### src/rtl/counter_capture.sv
// counter_capture: timestamps rising edges of event_in with the counter value into a FWFT FIFO.
// Latency: capture visible one cycle after the detecting edge (+2 cycles when COUNTER_CAPTURE_SYNC_EN is defined).
// Backpressure: head held until cap_ready; captures arriving while full (and not popping) are dropped and flagged sticky.
module counter_capture #(
    parameter int WIDTH = 8,
    parameter int DEPTH = 4
) (
    input  logic                     clk,
    input  logic                     reset,
    input  logic [WIDTH-1:0]         value,
    input  logic                     event_in,
    output logic [WIDTH-1:0]         cap_data,
    output logic                     cap_valid,
    input  logic                     cap_ready,
    output logic [$clog2(DEPTH):0]   level,
    output logic                     overflow,
    input  logic                     clear_ovf
);

    localparam int AW = $clog2(DEPTH);
    localparam int LW = AW + 1;
    localparam logic [AW-1:0] PTR_ONE  = AW'(1);
    localparam logic [LW-1:0] LVL_ONE  = LW'(1);
    localparam logic [LW-1:0] FULL_LVL = LW'(DEPTH);

    logic             ev_s;
    logic             ev_q;
    logic [AW-1:0]    wr_ptr_q, wr_ptr_d;
    logic [AW-1:0]    rd_ptr_q, rd_ptr_d;
    logic [LW-1:0]    level_q, level_d;
    logic             ovf_q, ovf_d;
    logic [WIDTH-1:0] mem_q [DEPTH];

    logic push, pop, full, wr_en, drop;

`ifdef COUNTER_CAPTURE_SYNC_EN
    logic sync1_q, sync2_q;

    // Two-flop synchronizer so event_in may come from an unrelated clock domain
    always_ff @(posedge clk) begin
        if (reset) begin
            sync1_q <= 1'b0;
            sync2_q <= 1'b0;
        end else begin
            sync1_q <= event_in;
            sync2_q <= sync1_q;
        end
    end

    assign ev_s = sync2_q;
`else
    assign ev_s = event_in;
`endif

    // Previous event level; keeps tracking during reset so a level held across release is not an edge
    always_ff @(posedge clk) begin
        ev_q <= ev_s;
    end

    // Push/pop decisions and next-state for pointers, occupancy and sticky overflow
    always_comb begin
        push  = ev_s & ~ev_q;
        pop   = (level_q != '0) & cap_ready;
        full  = (level_q == FULL_LVL);
        // A pop in the same cycle frees a slot, so a full FIFO still accepts the push
        wr_en = push & (~full | pop);
        drop  = push & full & ~pop;

        wr_ptr_d = wr_ptr_q;
        rd_ptr_d = rd_ptr_q;
        level_d  = level_q;
        ovf_d    = ovf_q;

        if (wr_en) wr_ptr_d = wr_ptr_q + PTR_ONE;
        if (pop)   rd_ptr_d = rd_ptr_q + PTR_ONE;

        if (wr_en && !pop)      level_d = level_q + LVL_ONE;
        else if (!wr_en && pop) level_d = level_q - LVL_ONE;

        // Set beats clear so a drop is never hidden by a coincident clear
        if (drop)           ovf_d = 1'b1;
        else if (clear_ovf) ovf_d = 1'b0;
    end

    // Control state registers
    always_ff @(posedge clk) begin
        if (reset) begin
            wr_ptr_q <= '0;
            rd_ptr_q <= '0;
            level_q  <= '0;
            ovf_q    <= 1'b0;
        end else begin
            wr_ptr_q <= wr_ptr_d;
            rd_ptr_q <= rd_ptr_d;
            level_q  <= level_d;
            ovf_q    <= ovf_d;
        end
    end

    // Timestamp storage; contents are don't-care after reset since level gates visibility
    always_ff @(posedge clk) begin
        if (wr_en) mem_q[wr_ptr_q] <= value;
    end

    assign cap_data  = mem_q[rd_ptr_q];
    assign cap_valid = (level_q != '0);
    assign level     = level_q;
    assign overflow  = ovf_q;

endmodule

### config.mk
export PLATFORM = sky130hd
export DESIGN_NAME = counter_capture
export DESIGN_NICKNAME = d
export VERILOG_FILES = /design/src/rtl/counter_capture.sv
export SDC_FILE = /design/constraint.sdc
export NUM_CORES = 1
export LEC_CHECK = 0
export ABC_AREA = 1
export CELL_PAD_IN_SITES_DETAIL_PLACEMENT = 0
export CELL_PAD_IN_SITES_GLOBAL_PLACEMENT = 2
export CORE_MARGIN = 5
export CORE_UTILIZATION = 36
export CTS_BUF_LIST = sky130_fd_sc_hd__clkbuf_2
export CTS_CLUSTER_DIAMETER = 50
export DETAILED_ROUTE_END_ITERATION = 7
export MAX_ROUTING_LAYER = met4
export PLACE_DENSITY_LB_ADDON = 0.1
export SLEW_MARGIN = 10
export SYNTH_ARGS = -nofsm -noshare
export SYNTH_HDL_FRONTEND = slang
export SYNTH_SLANG_ARGS = --single-unit
### constraint.sdc
create_clock -name clk -period 2.8 [get_ports clk]
set_input_delay 0.84 -clock clk [delete_from_list [all_inputs] [get_ports clk]]
set_output_delay 0.84 -clock clk [all_outputs]
set_load 0.02 [all_outputs]
# Yosys cells after proc, flatten, opt, wreduce, memory -nomap -nowiden
# Memories as Yosys holds them, arrays and structs flattened. A register that Yosys moved wholly into a read port is not among the register bits.
# Cells that the tools add are included.
[word_totals]
register_bits = 9
mem_bits_rw = 32
input_bits = 13
output_inout_bits = 13
wordCells = 35
n_memories = 1
[op_classes]
n_addsub = 4
eq_ne = 1
n_mux = 8
n_bitwise = 9
n_reduce_logical = 7
[mem_list]
columns = ["name", "words", "word_bits", "rd", "rd_clocked_by_memory_dff", "write_ports", "line_no", "rtl"]
rows = [
  ["mem_q", 4, 8, 1, 1, 1, "32", "logic [WIDTH-1:0] mem_q [DEPTH];"],
]
[ops]
columns = ["op", "n"]
rows = [
  ["$mux 3", 2],
  ["$and 1x1->1", 5],
  ["$add 2x1->2 const B", 2],
  ["$mux 1", 4],
  ["$mux 2", 2],
  ["$reduce_bool 2->1", 2],
  ["$add 3x1->3 const B", 1],
  ["$eq 3x3->1 const B", 1],
  ["$not 1->1", 3],
  ["$reduce_bool 3->1", 1],
  ["$sub 3x1->3 const B", 1],
  ["$logic_and 1x1->1", 2],
  ["$logic_not 1->1", 2],
  ["$or 1x1->1", 1],
]

# Depth between registers and ports, before layout
# Gate-level depths: netlist (run 1).
[depth]
ltp_word = 8
ltp_mapped = 13
ltp_nobuf = 13

# Worst setup path after synthesis (run 1)
# Ideal clock, no wire load.
[synth_path]
path_kind = "input to register"
startpoint = "input event_in"
endpoint = "register level_q[2] (netlist: level[2])"
t_arrival_ns = 2.170
t_required_ns = 2.687
setup_slack_ns = 0.517
cell_stages = 13
path_buffers = 0
cell_sequence = "inv_1 -> nor2_1 -> nand2_1 -> inv_1 -> ha_1 -> inv_1 -> fa_1 -> inv_1 -> nand2_1 -> nand3_1 -> nand2_1 -> nand2_1 -> nor2_1"
[synth_between]
elab_chain_len = 5
elab_cells_between_ends = 7
cone_classes = "1 x mux; 2 x bitwise; 4 x reduce/logical"
[synth_rtl]
columns = ["item", "line_no", "rtl"]
rows = [
  ["start, declared", "11", "input logic event_in,"],
  ["$and 1x1->1 *", "62", "push = ev_s & ~ev_q;"],
  ["$and 1x1->1 *", "66", "wr_en = push & (~full | pop);"],
  ["via wr_en", "34", "logic push, pop, full, wr_en, drop;"],
  ["$logic_not 1->1", "78", "else if (!wr_en && pop) level_d = level_q - LVL_ONE;"],
  ["$logic_and 1x1->1", "78", ""],
  ["$reduce_bool 2->1 (no line)", "--", ""],
  ["end signal, assigned", "95", "level_q <= level_d;"],
  ["end, declared", "30", "logic [LW-1:0] level_q, level_d;"],
]
# Mark *: on every way through the listed nets, which the timed path passes. The rest lies on a longest branch.
# A chain may end at the register's enable or synchronous reset.

# Final worst setup path (run 1)
[layout_path]
startpoint = "register level_q[0] (netlist: level[0])"
endpoint = "output cap_valid"
[layout_between]
elab_chain_len = 1
[layout_rtl]
columns = ["item", "line_no", "rtl"]
rows = [
  ["$reduce_bool 3->1", "106", "assign cap_valid = (level_q != '0);"],
  ["end, declared", "13", "output logic cap_valid,"],
]
# Every way passes these cells.

==> results_dict.tcl, run 1 <==
set metrics [dict create \
    synth_area_leader_cell "edfxtp_1" \
    grt_pass1_wl_microns 5290 \
    layout_min_cycle_time_ns 2.55 \
    place_congestion 0.789 \
    p_int_uw 1240 \
    synth_cell_types 20 \
    power_density_nw_per_um2 816 \
    clk_pin_slew_worst_paths_ns 0.20 \
    cap_violations 0 \
    grt_max_degree 17 \
    io_pins 26 \
    cts_buffers 5 \
    layout.nets 211 \
    syn_nets 173 \
    ys_ff_latch 43 \
    postSynthCellCount 154 \
    critPathMaxFanout 5 \
    cts_max_level 2 \
    cts.sinks 43 \
    grt_pass1_vias 1120 \
    drtIter0Drc 36 \
    ys_top_cells_by_count "32 x edfxtp_1, 27 x nor2_1, 19 x inv_1" \
    drc 0 \
    setup_slack_ns 0.254 \
    fillCellCount 463 \
    cts_root_buf "clkbuf_2" \
    antenna_cells 0 \
    p_switching_uw 595 \
    tns_ns 0 \
    seq_power_share 0.442 \
    synth_top_area_frac 0.544 \
    slew_headroom 0.825 \
    fin_skew_ns 0.0120 \
    dieArea_sq_um 6410 \
    drive_gt1_frac 0.140 \
    vias_per_cell 4.51 \
    ff_latch_area_sq_um 1190 \
    slew_viol_final 0 \
    rows 25 \
    syn_avg_cell_area_sq_um 11.5 \
    end_kind "output pin" \
    synth_edf_count 32 \
    worstMarginPinSlew_ns 0.262 \
    drtAntennaViolNets 0 \
    start_util 0.372 \
    worstPathArrival_ns 1.71 \
    via_count 1172 \
    leakage_uw 0.000878 \
    synth_async_sr_flop_share 0 \
    dp_hpwl_microns 2430 \
    dp_slack_ns 0.0242 \
    timing.final.hold_violations 0 \
    multi_input_area_sq_um 489 \
    wl_per_cell_microns 12.8 \
    syn_to_final_growth_pct 26.8 \
    cts_post_setup_buffers_inserted 0 \
    required_ns 1.96 \
    clock_path_buffers 2 \
    finalCritPeriodShare 0.909 \
    pwr-share-comb 0.324 \
    die_h_microns 80.1 \
    yosysSeqAreaShare 0.668 \
    critPathLaunchType "flop" \
    grt.overflow.total 0 \
    setup_viol 0 \
    synth_most_common_cell "edfxtp_1" \
    reg2reg_setup_slack_ns 1.00 \
    power.total_uw 1830 \
    yosys-top-cells-area "edfxtp_1 54%, dfxtp_1 12%, nor2_1 5.7%" \
    max_freq_mhz 393 \
    status "complete, no violations" \
    clock_latency_ns 0.38 \
    syn_area_sq_um 1770 \
    core_area_sq_um 4750 \
    cts_tree "done" \
    timing_worst_setup_path_type "flop to output pin" \
    max-vdd-ir-drop_uv 413 \
    clkPwrFrac 0.234 \
    antenna_found_initial 0 \
    min_path_type "flop to flop" \
    io_buffers 25 \
    fp.dieW_microns 80.1 \
    yosys_warnings 0 \
    switching_share 0.325 \
    drt_wl_total_microns 3340 \
    synth_ff_type "edfxtp_1" \
    rsz0062_at_grt "false" \
    dr.pass1.iters 4 \
    grtUsageTotal 0.116 \
]
## stage by stage
step	hold WS, ns	cells	instance area (sq um)	utilization
detailed placement	0.463	252	2140	0.450
global placement	0.455	252	2140	0.450
global route	0.528	260	2240	0.472
CTS	0.496	260	2230	0.469
floorplan	0.458	154	1770	-
finish	0.489	260	2240	0.472
## critical path, cell delays in order (launching register included)
cell and delay [ns]:
dfxtp_1 0.51, nor2_4 0.08, nand2_2 0.12, clkdlybuf4s50_1 0.62
## what timing repair did
action,in CTS,in global routing
setup endpoints to repair,8,4
hold buffers,0,0
gates resized for setup,8,5
## area by class of cell
class / count / share of cell area
clock inverters: 2 / 0.0268
repair buffers: 33 / 0.141
inverters: 20 / 0.0346
clock buffers: 6 / 0.0134
flip-flops and latches: 43 / 0.529
multi-input cells: 89 / 0.218
well taps: 67 / 0.0374
## final timing paths
path	start	cells after the start	end
worst max-delay path	level[0]$_SDFFE_PP0P_	3	cap_valid
worst min-delay path	overflow$_SDFFE_PP0P_	2	overflow$_SDFFE_PP0P_
worst max register to register	level[0]$_SDFFE_PP0P_	9	level[1]$_SDFFE_PP0P_
worst min register to register	overflow$_SDFFE_PP0P_	2	overflow$_SDFFE_PP0P_
## state kept, by name (all words and copies together) (netlist names), named ones only
register,count
overflow,1
mem_q,32
ev_q,1
rd_ptr_q,2
level,3
wr_ptr_q,2
## power by group through the flow
stage | combinational [uW] | sequential, uW | clock [uW]
floorplan | 360 | 827 | 0
global placement | 613 | 816 | 0
detailed placement | 623 | 818 | 0
CTS | 609 | 809 | 445
global route | 653 | 819 | 473
finish | 594 | 808 | 429
## logic make-up after synthesis
logic type               count (synthesis)  share of synthesized area
AO/OA/AOI/OAI                           33                      0.105
AND/OR/NAND/NOR                         50                      0.125
flip-flops                              43                      0.668
adder cells (fa/ha/maj)                  6                     0.0467
buffers and inverters                   22                     0.0552
## layer usage
| metal | global-route usage | share of wire |
|---|---|---|
| met3 | 0.0381 | 0.037 |
| met5 | - | 0 |
| met2 | 0.198 | 0.52 |
| met1 | 0.126 | 0.42 |
| met4 | 0.0456 | 0.018 |
## placed cells by master (no fill, tap or decap)
| cell | synthesis | final |
|---|---|---|
| bufinv_16 | 0 | 2 |
| nand3_1 | 5 | 5 |
| dlygate4sd2_1 | 0 | 4 |
| dfxtp_2 | 0 | 1 |
| ha_1 | 5 | 5 |
| o22ai_1 | 8 | 8 |
| o21ai_1 | 1 | 1 |
| nand2_2 | 1 | 1 |
| dfxtp_1 | 11 | 9 |
| o21ai_2 | 3 | 3 |
| edfxtp_1 | 32 | 32 |
| buf_4 | 0 | 8 |
| nand4_1 | 1 | 1 |
| fa_1 | 1 | 1 |
| inv_2 | 1 | 1 |
| nor2_1 | 27 | 27 |
| nand2_4 | 1 | 1 |
| nand2_1 | 13 | 13 |
| inv_4 | 0 | 1 |
| nor2_4 | 1 | 1 |
| clkdlybuf4s50_1 | 0 | 17 |
| nand3_2 | 1 | 1 |
| a21oi_1 | 7 | 7 |
| o21ai_0 | 14 | 14 |
| dfxtp_4 | 0 | 1 |
| clkbuf_2 | 0 | 6 |
| inv_1 | 19 | 18 |
| dlymetal6s2s_1 | 0 | 4 |
Note: power is estimated with default switching activity, not from simulation.
==> run 2, diff against run 1 <==
==> constraint.sdc (replaced) <==
create_clock -name clk -period 2.8 [get_ports clk]
set_input_delay 0.84 -clock clk [delete_from_list [all_inputs] [get_ports clk]]
set_output_delay 0.84 -clock clk [all_outputs]
set_load 0.1 [all_outputs]
==> results_dict.tcl, run 2 (synthesis gave the netlist of run 1 again) <==
set metrics [dict create \
    setup_slack_ns 0.257 \
    drtIter0Drc 29 \
    timing_worst_setup_path_type "flop to output pin" \
    top_register "mem_q" \
    ctsHoldBuffers 0 \
    drt_wl_total_microns 3370 \
    place_congestion 0.772 \
    slew_viol_final 0 \
    drc 0 \
    clk_pin_slew_worst_paths_ns 0.19 \
    leakage_uw 0.000885 \
    mostFrequentLayoutCells "32 x edfxtp_1, 27 x nor2_1, 19 x inv_1, 14 x o21ai_0" \
    r2r_cells 13 \
    clock_latency_ns 0.38 \
    fp.dieW_microns 80.1 \
    io_buffers 25 \
    fin_skew_ns 0.0171 \
    die_h_microns 80.1 \
    max-vdd-ir-drop_uv 507 \
    start_util 0.372 \
    wl_per_cell_microns 13.0 \
    critPathMaxFanout 9 \
    end_kind "output pin" \
    cts_max_level 2 \
    status "complete, no violations" \
    final_common_cell "edfxtp_1" \
    grt_max_degree 17 \
    grt.overflow.total 0 \
    clock_path_buffers 2 \
    reg2reg_setup_slack_ns 1.02 \
    worstMarginPinSlew_ns 0.368 \
    layout.nets 211 \
    largest_reg_flops 32 \
    fillCellCount 456 \
    drtAntennaViolNets 0 \
    layout_min_cycle_time_ns 2.54 \
    min_path_type "flop to flop" \
    via_count 1149 \
    slew_headroom 0.754 \
    rsz0062_at_grt "false" \
    dr.pass1.iters 3 \
    post-place-cells 252 \
    holdPathStages 2 \
    critPathLaunchType "flop" \
    io_pins 26 \
    grt_pass1_wl_microns 5490 \
    endpoint "cap_data[6]" \
    timing.final.hold_violations 0 \
    antenna_found_initial 0 \
    power_density_nw_per_um2 1000 \
    cts_buffers 5 \
    cap_violations 0 \
    hold_ws_ns 0.486 \
    dp_hpwl_microns 2420 \
    dp_slack_ns 0.0159 \
    required_ns 1.96 \
    cts_post_setup_buffers_inserted 0 \
    cts.sinks 43 \
    grt_pass1_vias 1194 \
    worstPathArrival_ns 1.70 \
    vias_per_cell 4.42 \
    setup_viol 0 \
    rows 25 \
    syn_to_final_growth_pct 29.9 \
    post-route-util 0.483 \
    cts_tree "done" \
    max_freq_mhz 393 \
    drive_gt1_frac 0.233 \
    cts_root_buf "clkbuf_2" \
    grtUsageTotal 0.117 \
    fin_cells 260 \
    core_area_sq_um 4750 \
    timing.rr.start "level[0]$_SDFFE_PP0P_" \
    dieArea_sq_um 6410 \
    cts_resized 0 \
    antenna_cells 0 \
    finalCritPeriodShare 0.908 \
    reg2reg_to "level[2]$_SDFFE_PP0P_" \
    tns_ns 0 \
]
[run 2: cell types whose count changed in the layout (fill, tap and decap cells not counted), moves of 2 or more]
cell             previous run  this run
o22ai_1                     8         0
bufinv_16                   2         0
buf_12                      0         8
buf_4                       8        13
dlygate4sd2_1               4         0
clkdlybuf4s50_1            17        12
o22ai_2                     0         8
dlymetal6s2s_1              4         0
dfxtp_1                     9        11
[run 2: stage by stage]
step / total power (uW) / cell area (sq um)
detailed placement: 2080 / 2260
global route: 2420 / 2300
global placement: 2070 / 2260
finish: 2300 / 2300
CTS: 2330 / 2300
floorplan: 1710 / 1820
[run 2: how the worst min path moves through the flow]
stage	to	slack, ns	start
global route	overflow$_SDFFE_PP0P_	0.52	overflow$_SDFFE_PP0P_
CTS	overflow$_SDFFE_PP0P_	0.49	overflow$_SDFFE_PP0P_
floorplan	flop	0.46	rd_ptr_q[1]$_SDFFE_PP0N_
global placement	overflow$_SDFFE_PP0P_	0.46	overflow$_SDFFE_PP0P_
finish	overflow$_SDFFE_PP0P_	0.49	overflow$_SDFFE_PP0P_
detailed placement	overflow$_SDFFE_PP0P_	0.47	overflow$_SDFFE_PP0P_
[run 2: final cells by class]
cell class,count,area [sq um],share of cell area
sequential,43,1180,0.514
multi-input combinational,89,539,0.235
timing repair buffer,33,378,0.164
tap,67,83.8,0.0365
inverter,20,75.1,0.0327
clock buffer,7,35.0,0.0153
clock inverter,1,5.00,0.00218
[run 2: critical path: stages, from the launching register on]
cell and delay (ns):
dfxtp_1 0.46, inv_1 0.29, o21ai_0 0.18, o22ai_2 0.18, buf_12 0.20
[run 2: routing by layer]
metal,share of wire,global-route usage,up-vias
met3,0.040,0.0325,2
met2,0.55,0.209,23
met5,0,-,-
met4,0.0056,0.0355,0
li1,-,-,603
met1,0.40,0.125,521
[run 2: power by group]
group / switching (uW) / total, uW / internal, uW
sequential: 62.7 / 801 / 739
combinational: 873 / 1250 / 375
clock: 182 / 251 / 68.3
